<file path="src/rtl/wq_pkg.sv">
// Shared definitions for the 2-bit weight quantizer/packer.
//   - 2-bit code constants (must match the decode side of the conv unit)
//   - FSM state type
//   - word geometry: 16 codes per 32-bit word
package wq_pkg;

  localparam int unsigned WORD_CODES = 16;

  localparam logic [1:0] CODE_POS = 2'b11;
  localparam logic [1:0] CODE_N1  = 2'b01;
  localparam logic [1:0] CODE_N2  = 2'b00;
  localparam logic [1:0] CODE_Z   = 2'b10;

  // Every slot preset to the zero code, so unused slots decode to 0.
  localparam logic [31:0] PAD_WORD = {WORD_CODES{CODE_Z}};

  typedef enum logic [1:0] {
    StIdle,
    StRun,
    StDrain
  } state_e;

endpackage

</file>
<file path="src/rtl/wq_nearest.sv">
// Combinational nearest-codebook-entry search.
// Ports:
//   w                       signed weight
//   pos_w, neg_w1, neg_w2   signed codebook values (zero is implicit)
//   code                    2-bit code of the nearest entry
//   exact                   weight equals the selected entry
// Ties resolve to the first entry in the order zero, pos_w, neg_w1, neg_w2.
module wq_nearest
  import wq_pkg::*;
(
  input  logic signed [7:0] w,
  input  logic signed [7:0] pos_w,
  input  logic signed [7:0] neg_w1,
  input  logic signed [7:0] neg_w2,
  output logic [1:0]        code,
  output logic              exact
);

  // 9-bit differences cannot overflow; magnitude of -255..255 fits in 9 bits.
  function automatic logic [8:0] mag9(input logic signed [8:0] d);
    return d[8] ? (~d + 9'd1) : d;
  endfunction

  logic [8:0] dist_z, dist_p, dist_n1, dist_n2, best;

  always_comb begin
    dist_z  = mag9({w[7], w});
    dist_p  = mag9({w[7], w} - {pos_w[7], pos_w});
    dist_n1 = mag9({w[7], w} - {neg_w1[7], neg_w1});
    dist_n2 = mag9({w[7], w} - {neg_w2[7], neg_w2});

    // Strict compares keep the earlier entry on a tie.
    best = dist_z;
    code = CODE_Z;
    if (dist_p < best) begin
      best = dist_p;
      code = CODE_POS;
    end
    if (dist_n1 < best) begin
      best = dist_n1;
      code = CODE_N1;
    end
    if (dist_n2 < best) begin
      best = dist_n2;
      code = CODE_N2;
    end
    exact = (best == 9'd0);
  end

endmodule

</file>
<file path="src/rtl/wq_pack_2b.sv">
// Weight encoder/packer: quantizes signed 8-bit weights to a 4-entry codebook
// {pos_w, neg_w1, neg_w2, 0} and packs 16 2-bit codes per 32-bit word.
// Ports:
//   clk, rst                    clock, asynchronous active-low reset
//   start                       latch codebook, clear err_cnt, begin a layer
//   pos_w, neg_w1, neg_w2       codebook values, sampled on start
//   w_in, w_valid, w_ready      weight stream, w_last marks the layer's final weight
//   pk_data, pk_cnt, pk_last    packed word, number of valid codes, final-word flag
//   pk_valid, pk_ready          output handshake (single-entry output register)
//   busy                        layer in progress
//   err_cnt                     saturating count of inexactly encoded weights
// Weight i of a word lives in bits [31-2i:30-2i].
module wq_pack_2b
  import wq_pkg::*;
#(
  parameter int unsigned CNT_W = 16
) (
  input  logic                    clk,
  input  logic                    rst,
  input  logic                    start,
  input  logic signed [7:0]       pos_w,
  input  logic signed [7:0]       neg_w1,
  input  logic signed [7:0]       neg_w2,
  input  logic signed [7:0]       w_in,
  input  logic                    w_valid,
  output logic                    w_ready,
  input  logic                    w_last,
  output logic [31:0]             pk_data,
  output logic [4:0]              pk_cnt,
  output logic                    pk_last,
  output logic                    pk_valid,
  input  logic                    pk_ready,
  output logic                    busy,
  output logic [CNT_W-1:0]        err_cnt
);

  state_e            state_q, state_d;
  logic signed [7:0] pos_q, pos_d, n1_q, n1_d, n2_q, n2_d;
  logic [31:0]       acc_q, acc_d, acc_ins;
  logic [4:0]        fill_q, fill_d;
  logic [31:0]       pk_data_q, pk_data_d;
  logic [4:0]        pk_cnt_q, pk_cnt_d;
  logic              pk_last_q, pk_last_d;
  logic              pk_valid_q, pk_valid_d;
  logic [CNT_W-1:0]  err_q, err_d;

  logic [1:0] code;
  logic       exact;
  logic       xfer;
  logic       flush;

  wq_nearest u_nearest (
    .w      (w_in),
    .pos_w  (pos_q),
    .neg_w1 (n1_q),
    .neg_w2 (n2_q),
    .code   (code),
    .exact  (exact)
  );

  always_comb begin
    state_d    = state_q;
    pos_d      = pos_q;
    n1_d       = n1_q;
    n2_d       = n2_q;
    acc_d      = acc_q;
    fill_d     = fill_q;
    pk_data_d  = pk_data_q;
    pk_cnt_d   = pk_cnt_q;
    pk_last_d  = pk_last_q;
    pk_valid_d = pk_valid_q;
    err_d      = err_q;

    // A new weight may enter only if a resulting flush has room to land.
    w_ready = (state_q == StRun) && (!pk_valid_q || pk_ready);
    xfer    = w_valid && w_ready;
    flush   = (fill_q == 5'(WORD_CODES - 1)) || w_last;

    acc_ins = acc_q;
    for (int unsigned i = 0; i < WORD_CODES; i++) begin
      if (fill_q == 5'(i)) acc_ins[31-2*i -: 2] = code;
    end

    if (pk_valid_q && pk_ready) pk_valid_d = 1'b0;

    unique case (state_q)
      StIdle: begin
        if (start) begin
          state_d = StRun;
          pos_d   = pos_w;
          n1_d    = neg_w1;
          n2_d    = neg_w2;
          err_d   = '0;
          fill_d  = '0;
          acc_d   = PAD_WORD;
        end
      end
      StRun: begin
        if (xfer) begin
          if (flush) begin
            pk_data_d  = acc_ins;
            pk_cnt_d   = fill_q + 5'd1;
            pk_last_d  = w_last;
            pk_valid_d = 1'b1;
            acc_d      = PAD_WORD;
            fill_d     = '0;
          end else begin
            acc_d  = acc_ins;
            fill_d = fill_q + 5'd1;
          end
          if (!exact && (err_q != {CNT_W{1'b1}})) begin
            err_d = err_q + {{(CNT_W-1){1'b0}}, 1'b1};
          end
          if (w_last) state_d = StDrain;
        end
      end
      StDrain: begin
        if (pk_valid_q && pk_ready && pk_last_q) state_d = StIdle;
      end
      default: state_d = StIdle;
    endcase
  end

  always_ff @(posedge clk or negedge rst) begin
    if (!rst) begin
      state_q    <= StIdle;
      pos_q      <= '0;
      n1_q       <= '0;
      n2_q       <= '0;
      acc_q      <= PAD_WORD;
      fill_q     <= '0;
      pk_data_q  <= '0;
      pk_cnt_q   <= '0;
      pk_last_q  <= 1'b0;
      pk_valid_q <= 1'b0;
      err_q      <= '0;
    end else begin
      state_q    <= state_d;
      pos_q      <= pos_d;
      n1_q       <= n1_d;
      n2_q       <= n2_d;
      acc_q      <= acc_d;
      fill_q     <= fill_d;
      pk_data_q  <= pk_data_d;
      pk_cnt_q   <= pk_cnt_d;
      pk_last_q  <= pk_last_d;
      pk_valid_q <= pk_valid_d;
      err_q      <= err_d;
    end
  end

  assign pk_data  = pk_data_q;
  assign pk_cnt   = pk_cnt_q;
  assign pk_last  = pk_last_q;
  assign pk_valid = pk_valid_q;
  assign busy     = (state_q != StIdle);
  assign err_cnt  = err_q;

endmodule

</file>
<file path="config.mk">
export PLATFORM = sky130hd
export DESIGN_NAME = wq_pack_2b
export DESIGN_NICKNAME = d
export VERILOG_FILES = /design/src/rtl/wq_pkg.sv /design/src/rtl/wq_nearest.sv /design/src/rtl/wq_pack_2b.sv
export SDC_FILE = /design/constraint.sdc
export NUM_CORES = 1
export LEC_CHECK = 0
export ABC_AREA = 1
export CORE_UTILIZATION = 35
export CTS_CLUSTER_DIAMETER = 40
export DETAILED_ROUTE_END_ITERATION = 10
export GPL_TIMING_DRIVEN = 1
export PLACE_DENSITY_LB_ADDON = 0.2
export SYNTH_ARGS = -nofsm -noshare
export SYNTH_HDL_FRONTEND = slang
export SYNTH_SLANG_ARGS = --single-unit
</file>
<file path="constraint.sdc">
create_clock -name clk -period 6.8 [get_ports clk]
set_input_delay 1.36 -clock clk [delete_from_list [all_inputs] [get_ports clk]]
set_output_delay 1.36 -clock clk [all_outputs]
set_load 0.05 [all_outputs]
</file>
# Word-level counts from Yosys, hierarchy flattened
# Cells that the tools add are included.
classes:
  addsub: 9
  mul: 0
  n_bitwise: 4
  n_shift: 0
  div: 0
  order_cmp: 3
  n_reduce_logical: 19
  eq_ne: 23
  n_mux: 47
op_table:
  columns: ["op", "count"]
  rows:
  - ["two-way mux 32 bit", 3]
  - ["one-hot mux 32 bit (2 select lines)", 1]
  - ["two-way mux 9 bit", 7]
  - ["two-way mux 16 bit", 3]
  - ["two-way mux 2 bit", 22]
  - ["== test 5 x 4 -> 1 bit, second input constant", 8]
  - ["adder 9 x 1 -> 9 bit, second input constant", 4]
  - ["NOT 9 bit", 4]
  - ["one-hot mux 16 bit (2 select lines)", 1]
  - ["less-than comparator 9 bit", 3]
  - ["subtractor 8 x 8 -> 9 bit", 3]
  - ["== test 5 x 3 -> 1 bit, second input constant", 4]
  - ["adder 16 x 1 -> 16 bit, second input constant", 1]
  - ["inequality test 16 bit, second input constant", 1]
  - ["two-way mux 5 bit", 3]
  - ["== test 5 x 2 -> 1 bit, second input constant", 2]
  - ["one-hot mux 5 bit (2 select lines)", 1]
  - ["logical NOT 9 bit", 1]
  - ["inequality test 2 bit, second input constant", 4]
  - ["AND reduction 4 bit", 2]
  - ["one-hot mux 2 bit (3 select lines)", 1]
  - ["AND reduction 3 bit", 2]
  - ["adder 5 x 1 -> 5 bit, second input constant", 1]
  - ["== test 5 x 1 -> 1 bit, second input constant", 1]
  - ["other kinds (11)", 22]
totals:
  ram_bits: 0
  regBits: 118
  out_inout_bits: 57
  rom_bits: 0
  latch_bits: 0
  n_memories: 0

# Depth between registers and ports, before layout
# Gate-level depths: netlist of run 1.
depth:
  ltp_word: 16
  ltp_mapped: 56
  mapped_depth_nobuf: 53

# By module
# A second synthesis of run 1 with hierarchy kept.
unflattened:
  cells_unflattened: 1050
  hier_area_um2: 8227.9
modules_own_cells:
  columns: ["mod", "cells_per_inst", "area_per_inst_um2", "instances", "seq_area_each_um2"]
  rows:
  - ["wq_pack_2b", 588, 5452.7, 1, 2972.9]
  - ["wq_nearest", 462, 2775.2, 1, 0.0]

# Worst setup path after synthesis of run 1
# Ideal clock, no wire load.
synth_timing:
  path_kind: "in2reg"
  startpoint: "input w_in[0]"
  endpoint: "register pk_data_q[13] (netlist: pk_data[13])"
  setup_ns: 0.125
  arrival_time_ns: 7.454
  cell_stages: 46
  t_required_ns: 6.675
  slack_ns: -0.778
  path_cell_list: "inv_1 -> ha_1 -> inv_1 -> fa_1 -> nand2_1 -> nand2_1 -> nand3_1 -> nand2_1 -> nand2_2 -> nand2_2 -> nand2_4 -> nand2_1 -> xor2_1 -> inv_1 -> ha_1 -> nand2_1 -> inv_1 -> o21bai_1 -> [10 not listed] -> a21oi_1 -> nor2_1 -> a211oi_1 -> nand2_4 -> buf_6 -> o21ai_1 -> inv_1 -> ha_1 -> nand2_1 -> inv_1 -> nand3_1 -> a31oi_1 -> a2111oi_0 -> nand2_1 -> nand2_1 -> buf_4 -> o21ai_1 -> mux2_2"
synth_via:
  elab_chain_len: 11
  word_cells_on_any_way: 23
  cone_classes: "7 x add/sub; 3 x order compare; 9 x mux; 4 x bitwise"
synth_lines:
  columns: ["item", "line_no", "text"]
  rows:
  - ["from (decl)", "wq_pack_2b.sv:24", "input logic signed [7:0] w_in,"]
  - ["subtractor 8 x 8 -> 9 bit", "wq_nearest.sv:28", "dist_p = mag9({w[7], w} - {pos_w[7], pos_w});"]
  - ["NOT 9 bit", "wq_nearest.sv:21", "return d[8] ? (~d + 9'd1) : d;"]
  - ["adder 9 x 1 -> 9 bit", "wq_nearest.sv:21", null]
  - ["two-way mux 9 bit", "wq_nearest.sv:21", null]
  - ["less-than comparator 9 bit", "wq_nearest.sv:35", "if (dist_p < best) begin"]
  - ["two-way mux 9 bit", "wq_nearest.sv:35", null]
  - ["less-than comparator 9 bit", "wq_nearest.sv:39", "if (dist_n1 < best) begin"]
  - ["two-way mux 9 bit", "wq_nearest.sv:39", null]
  - ["less-than comparator 9 bit", "wq_nearest.sv:43", "if (dist_n2 < best) begin"]
  - ["two-way mux 2 bit (*)", "wq_nearest.sv:43", null]
  - ["two-way mux 2 bit (*)", "wq_pack_2b.sv:81", "if (fill_q == 5'(i)) acc_ins[31-2*i -: 2] = code;"]
  - ["to (signal assigned)", "wq_pack_2b.sv:144", "pk_data_q <= pk_data_d;"]
  - ["to (decl)", "wq_pack_2b.sv:41", "logic [31:0] pk_data_q, pk_data_d;"]
# Every way passes the cells marked *; elsewhere a longest branch is shown, timed or not.
# A chain may end at the register's enable or synchronous reset.

# Worst setup path in the final report of run 1
layout_timing:
  startpoint: "input w_in[7]"
  endpoint: "register err_q[6] (netlist: err_cnt[6])"
layout_via:
  elab_chain_len: 15
  word_cells_on_any_way: 26
  cone_classes: "7 x add/sub; 3 x order compare; 1 x eq/ne; 7 x mux; 4 x bitwise; 4 x reduce/logical"
layout_lines:
  columns: ["item", "line_no", "text"]
  rows:
  - ["subtractor 8 x 8 -> 9 bit", "wq_nearest.sv:28", null]
  - ["NOT 9 bit", "wq_nearest.sv:21", null]
  - ["adder 9 x 1 -> 9 bit", "wq_nearest.sv:21", null]
  - ["two-way mux 9 bit", "wq_nearest.sv:21", null]
  - ["less-than comparator 9 bit", "wq_nearest.sv:35", null]
  - ["two-way mux 9 bit", "wq_nearest.sv:35", null]
  - ["less-than comparator 9 bit", "wq_nearest.sv:39", null]
  - ["two-way mux 9 bit", "wq_nearest.sv:39", null]
  - ["less-than comparator 9 bit", "wq_nearest.sv:43", null]
  - ["two-way mux 9 bit (*)", "wq_nearest.sv:43", null]
  - ["logical NOT 9 bit (*)", "wq_nearest.sv:47", "exact = (best == 9'd0);"]
  - ["logical NOT 1 bit (*)", "wq_pack_2b.sv:111", "if (!exact && (err_q != {CNT_W{1'b1}})) begin"]
  - ["logical AND 1 bit (*)", "wq_pack_2b.sv:111", null]
  - ["inequality test 2 x 1 -> 1 bit (no line) (*)", null, null]
  - ["AND reduction 4 bit (no line) (*)", null, null]
  - ["to (signal assigned)", "wq_pack_2b.sv:148", "err_q <= err_d;"]
  - ["to (decl)", "wq_pack_2b.sv:45", "logic [CNT_W-1:0] err_q, err_d;"]
# Marked as above.

==> results of run 1 <==
==> sequential cells by signal (all words and copies together), names as in the netlist <==
signal	count
state_q	2
err_cnt	16
pos_q	8
acc_q	32
pk_valid	1
pk_last	1
n1_q	8
pk_data	32
fill_q	5
n2_q	8
pk_cnt	5
==> logic make-up (layout without fill, tap and decap cells) <==
| logic type | after synthesis | in the layout |
|---|---|---|
| flip-flops | 118 | 118 |
| multiplexers | 33 | 33 |
| XOR/XNOR | 47 | 47 |
| adder cells (fa/ha/maj) | 60 | 60 |
| AO/OA/AOI/OAI | 151 | 151 |
| buffers and inverters | 159 | 398 |
| AND/OR/NAND/NOR | 434 | 436 |
| other | 1 | 1 |
==> per-stage QoR <==
step	setup slack (ns)	setup TNS (ns)	instance area [um2]	std cells
3_5_place_dp	-0.803	-57.94	9900	1448
6_report	0.0963	0	11500	1524
3_3_place_gp	-0.740	-53.72	9900	1448
4_1_cts	0.0659	0	11000	1516
2_1_floorplan	-0.0747	-1.78	7970	1003
5_1_grt	-0.235	-13.61	11500	1524
==> worst max path at each step <==
stage,to,cells past startpoint,slack (ns),from
final,err_cnt[6],42,0.1,w_in[7]
after global routing,err_cnt[1],50,-0.23,w_in[0]
after CTS,pk_data[21],52,0.07,w_in[0]
after detailed placement,pk_data[21],43,-0.80,w_in[0]
after global placement,pk_data[27],43,-0.74,w_in[0]
after floorplan,pk_data[31],47,-0.07,w_in[0]
==> worst reg2reg max path: cells and delay by family (launching register included) <==
kind | cells | cell delay, ns
AND/OR/NAND/NOR | 30 | 2.45
buffers and inverters | 6 | 0.69
AO/OA/AOI/OAI | 4 | 0.80
XOR/XNOR | 1 | 0.19
flip-flops | 1 | 0.44
adder cells (fa/ha/maj) | 5 | 1.37
==> area by class of cell <==
type                    count  area, um2  share of cell area [%]
well taps                 280        350                    3.04
flip-flops and latches    118       2970                    25.8
clock buffers              17        425                    3.69
multi-input cells         728       5020                    43.5
clock inverters            15        156                    1.36
inverters                 137        531                    4.60
repair buffers            229       2080                    18.0
==> layer usage <==
metal	vias up	routed length (um)
met1	3503	11000
met3	23	862
met5	-	0
met2	130	10600
met4	0	255
li1	3763	-
==> cell usage after synthesis, types with 6 or more instances <==
master,n
inv_1,130
xnor2_1,11
nand2_1,224
nand3_1,63
ha_1,57
o22ai_1,20
o21ai_0,30
mux2_2,33
clkbuf_1,16
xor2_1,36
nand3b_1,6
o21ai_1,21
nand2_2,9
nor2_1,97
dfrtp_1,102
nor3_1,12
nand4_1,7
dfstp_2,16
a22o_1,15
a21oi_1,53
==> what timing repair did <==
item / in CTS / in global routing
endpoints found under the setup margin: 80 / 80
buffers inserted: 33 / 8
pin swaps: 30 / 55
cloned: 4 / 1
resized for setup: 53 / 110
==> summary.txt, run 1 <==
Global routing
  • Vias in the first global route: approximately 7300
  • Largest net degree at the start of global routing: 66
  • M3 GR Usage: around 3.7%
  • Most used routing layer: met2
  • Routing usage on met1: between 20% and 30%
  • Met2 usage: between 30% and 40%
  • First-pass GRT wire length: 37300 um
  • Total Routing Usage GR: approximately 20%
  • Grt total ovfl: 0
  • Initial antenna violation count: 0

Clock network
  • Clock root buffer: clkbuf_16
  • TritonCTS clock tree: done
  • H-tree depth: 4
  • Hold-fix buffers at CTS: 0
  • Clock Latency Late Sink: 0.44 ns
  • CTS buffer count: 17
  • Clock buffer depth: 2
  • Clk sink count: 118
  • Clock transition at the registers of the reported paths: about 0.060 ns

Worst setup path
  • Max incr delay on CP: between 0.4 and 0.5 ns
  • CP Buf/Inv Count: 8
  • RR Startpoint: pos_q[0]
  • CP arrival: 7.01 ns
  • Reg2reg path depth: 46
  • CP most frequent cell: nand2_1
  • CP Launch Type: input pin
  • Critical Path RT: around 7.1 ns
  • CP Max Fanout: 7
  • Crit. End Element: flop
  • Slowest cell on crit path: clkdlybuf4s50_1
  • R2R setup slack: roughly 0.73 ns
  • Crit Path Class: in2reg
  • R2R Path End: err_cnt[6]
  • CP top delay family: simple AND/OR/NAND/NOR gates

Timing
  • Crit path time final: 6.70 ns
  • RSZ-0062 raised after global routing: yes
  • Final Setup Violations: 0
  • Skew final: about 0.013 ns
  • Fin. max-slew vios: 0
  • Final Cycle Share: a little over nine tenths
  • Worst-margin pin slew: slightly above 1 ns
  • Worst hold slack: roughly 0.5 ns
  • Max frequency: approximately 150 MHz
  • Final Hold Vio Count: 0
  • Rel. slew slack: 30.4%

Cells and area
  • Commonest non-fill, non-tap cell in the layout: nand2_1
  • Share of cells above drive strength 1: ~29%
  • Final core utilization: a little over half
  • N_diodes: 0
  • Area growth, synth to finish: 46.4%
  • Layout Nets: 1329
  • Number of fill cells: between 2000 and 2500
  • Most frequent cells in the layout: nand2_1 (199), inv_1 (123), buf_4 (123)

Worst hold path
  • HP Start: acc_q[4]
  • Hold Path Class: reg2reg
  • Hold Path Stages: 1
  • Worst hold endpoint: acc_q[4]

Run status
  • Status: finished with violations
  • Failing checks: DRC

Drt
  • Residual DRC count: 18
  • Total wire length: between 20000 and 25000 um
  • Via count: between 7000 and 8000
  • Detailed Routing Iterations Pass 1: 8
  • Vias/cell: between 4 and 5
  • Detailed router's first-iteration violation count: 370
  • Remaining antenna violation count after routing: 0
  • Average wire per standard cell: about 15 um

Synth
  • Mean post-synth cell area: 7.86 um2
  • Largest family of logic cells by synthesized area: simple AND/OR/NAND/NOR gates
  • Synth area leader: dfrtp_1
  • Largest cells by area after synthesis: dfrtp_1 (32%), nand2_1 (11%), ha_1 (9.0%)
  • Cell count after synthesis: 1003
  • Mapped Nets: approximately 1100
  • Yosys reg bits: between 100 and 150
  • Multiplexer share of the synthesized area: 4.71%
  • Post-Synth Adder-Cell Area: 9.81%
  • Simple-Gate Fraction of Synth Area: roughly a quarter
  • Synth warnings: 0
  • Ys flop type: dfrtp_1
  • Post-synth EDFFs: 0
  • Synth Area in Compound Gates: 11.1%
  • Async SR Flop Fraction: 100%
  • Yosys cell types: 43
  • Post-Synth XOR/XNOR Area: around 5.2%
  • Post-synthesis sequential area ratio: between 30% and 40%
  • Post-synth top area share: between 30% and 40%
  • Synth Cell Area: around 7900 um2

Floorplan
  • # IOs: 95
  • Die Span X: roughly 150 um
  • Initial Util: approximately 36%
  • Die footprint: approximately 23000 um2
  • Core Rows: 54
  • Placeable Area: approximately 22000 um2
  • DIE HEIGHT: 152 um

Job
  • Max_cap viols: 0

Place
  • GP Congestion: ~0.86
  • IO Port Bufs: 94
  • Dpl hpwl: approximately 16000 um
Power of run 1 is left out: the tool's default activity adds up to more than one toggle a clock period on the data nets, which glitch-free logic cannot reach.
==> inputs of run 2 (changes only) <==
ABC_AREA = unset   (was 1)
==> run 2 against run 1 <==
Compared with the run above:
- register-to-register slack got worse by 2.0 ns
- wire length is 15% higher
- die area up 6.5%
- critical endpoint is now err_cnt[15]
- fmax down 24%
- the run ends with setup timing left
- cell count grew 4.7%
- first-iteration DRC count increased by 15%
- worst hold slack worse by 0.027 ns
- synthesized cell count shrank 4.8%
- via count grew 12%
- highest routed layer unchanged
- setup slack got worse by 2.1 ns
==> summary.txt, run 2 <==
Drt
  • Vias/cell: 5.22
  • Detailed Routing Iterations Pass 1: 5
  • Via count: ~8300
  • Detailed router's first-iteration violation count: approximately 430
  • Remaining antenna violation count after routing: 0
  • Average wire per standard cell: roughly 16 um
  • Residual DRC count: 0
  • Total wire length: between 20000 and 30000 um

Timing
  • Skew final: around 0.021 ns
  • Final Cycle Share: 129%
  • Worst-margin pin slew: between 0.8 and 0.9 ns
  • Final Setup Violations: just under 80
  • Worst hold slack: 0.480 ns
  • Crit path time final: a little under 9 ns
  • Final Worst Setup Slack: -1.97 ns
  • RSZ-0062 raised after global routing: yes
  • Rel. slew slack: 42.0%
  • Final Hold Vio Count: 0
  • Max frequency: approximately 110 MHz
  • Setup TNS: -144.44 ns
  • Fin. max-slew vios: 0

Global routing
  • Grt total ovfl: 0
  • Most used routing layer: met2
  • Initial antenna violation count: 1
  • Met2 usage: between 30% and 40%
  • M3 GR Usage: about 3.7%
  • Largest net degree at the start of global routing: 64
  • First-pass GRT wire length: 41800 um
  • Total Routing Usage GR: between 20% and 30%
  • Vias in the first global route: 8247
  • Routing usage on met1: about 28%

Synth
  • Post-synth top area share: a little under a third
  • Multiplexer share of the synthesized area: about 7.1%
  • Async SR Flop Fraction: 100%
  • Synth area leader: dfrtp_1
  • Ys flop type: dfrtp_1
  • Largest cells by area after synthesis: dfrtp_1 (30%), ha_1 (8.5%), nand2_1 (5.6%)
  • Most frequent cell after synthesis: nand2_1
  • Synth Area in Compound Gates: a little over a fifth
  • Synth cell count leaders: nand2_1 (125), dfrtp_1 (102), o21ai_0 (92)
  • Cell count after synthesis: ~960
  • Yosys cell types: 78
  • Largest family of logic cells by synthesized area: compound AO/OA/AOI/OAI gates
  • Mean post-synth cell area: slightly below 9 um2
  • Post-synthesis sequential area ratio: roughly 35%
  • Post-Synth Adder-Cell Area: 9.20%
  • Yosys reg bits: roughly 120
  • Simple-Gate Fraction of Synth Area: 18.0%
  • Synth warnings: 0
  • Synth Cell Area: between 8000 and 9000 um2
  • Mapped Nets: 1053
  • Post-synth EDFFs: 0
  • Post-Synth XOR/XNOR Area: under 10%

Worst setup path
  • Crit. End Element: flop
  • Max incr delay on CP: roughly 0.52 ns
  • CP most frequent cell: ha_4
  • CP Buf/Inv Count: 6
  • Slowest cell on crit path: or4b_1
  • CP Launch Type: input pin
  • CP top delay family: compound AO/OA/AOI/OAI gates
  • Crit Path Class: in2reg
  • CP Max Fanout: 8
  • Critical Path RT: 7.15 ns
  • CP arrival: around 9.1 ns

Clock network
  • Clk sink count: approximately 120
  • Clock buffer depth: 2
  • Clock transition at the registers of the reported paths: around 0.070 ns
  • TritonCTS clock tree: done
  • Clock Latency Late Sink: 0.44 ns
  • H-tree depth: 4
  • CTS buffer count: 17
  • Clock root buffer: clkbuf_16

Worst hold path
  • Hold Path Class: reg2reg

Floorplan
  • DIE HEIGHT: 157 um
  • Die Span X: between 150 and 200 um
  • Core Rows: 56
  • Initial Util: between 30% and 40%
  • Placeable Area: around 24000 um2
  • Die footprint: 24600 um2
  • # IOs: between 90 and 100

Cells and area
  • Most frequent cells in the layout: buf_4 (204), nand2_1 (122), dfrtp_1 (102)
  • Layout Nets: roughly 1400
  • Share of cells above drive strength 1: a little over a third
  • Area growth, synth to finish: 54.1%
  • Commonest non-fill, non-tap cell in the layout: buf_4

Run status
  • Status: finished with violations
  • Failing checks: setup timing

Place
  • IO Port Bufs: 94
  • GP Congestion: 0.868
  • Dpl hpwl: approximately 18000 um

Job
  • Max_cap viols: 0
## run 2: cell count changes after synthesis, sizes merged, moves of 17 or more
cell,delta
nor2,-56
xor2,-18
o21ai,+48
nand2,-113
nand3,-38
nand2b,+17
inv,-66
## run 2: final cells by class
class | instances | area, um2
clock buffer | 17 | 425
inverter | 69 | 263
tap | 319 | 399
sequential | 118 | 2970
clock inverter | 15 | 179
timing repair buffer | 322 | 2780
multi-input combinational | 735 | 5930
fill | 2141 | 10600
antenna | 1 | 2.50
## run 2: what timing repair did
action                     4_1_cts  5_1_grt
setup endpoints to repair       78       78
resized for setup              137       96
hold buffers                     0        0
pin swaps                       68       62
cloned                           4        0
setup buffers                   19       17
## run 2: logic make-up after synthesis
| group | count (synthesis) |
|---|---|
| simple gates | 312 |
| compound gates | 274 |
| flops | 118 |
| buf+inv | 103 |
| fa+ha+maj | 60 |
| mux | 53 |
| xor+xnor | 34 |
| other cells | 1 |
## run 2: tightest hold or removal path, cell delays in order, from the launching register on
cell and delay (ns):
dfrtp_1 0.34, nand2_1 0.05, o21ai_0 0.06
## run 2: worst paths after layout
| kind | from | endpoint | slack [ns] | depth (start not counted) |
|---|---|---|---|---|
| worst max-delay path | w_in[0] | err_cnt[15] | -1.97 | 42 |
| worst min-delay path | pk_cnt[2] | pk_cnt[2] | 0.48 | 2 |
| worst max register to register | pos_q[0] | err_cnt[15] | -1.28 | 40 |
| worst min register to register | pk_cnt[2] | pk_cnt[2] | 0.48 | 2 |
| max in group asynchronous | rst | err_cnt[7] | 4.48 | 2 |
| min in group asynchronous | rst | n1_q[6] | 1.05 | 1 |
## run 2: metrics by stage
step	util [%]	area, um2	instances	setup slack (ns)
finish	55.0	13000	1596	-1.97
global route	55.0	12900	1595	-2.31
CTS	52.4	12300	1578	-1.98
detailed placement	47.3	11100	1524	-3.06
global placement	47.3	11100	1524	-2.91
floorplan	-	8540	955	-2.34
## run 2: per-layer routing
| layer | vias up | part of all wire (%) | wire length, um |
|---|---|---|---|
| met3 | 30 | 3.8 | 1000 |
| met2 | 164 | 48 | 12700 |
| met5 | - | 0 | 0 |
| met1 | 4080 | 46 | 12200 |
| li1 | 4058 | - | - |
| met4 | 0 | 1.3 | 350 |
Power of run 2 is left out for the same reason.
==> inputs of run 3 (changes only) <==
CAP_MARGIN = 0   (was unset)
SETUP_SLACK_MARGIN = 0.05   (was unset)
==> results of run 3 <==
The final DEF is identical to that of run 2; final timing and power are the same.
Power of run 3 is left out for the same reason.
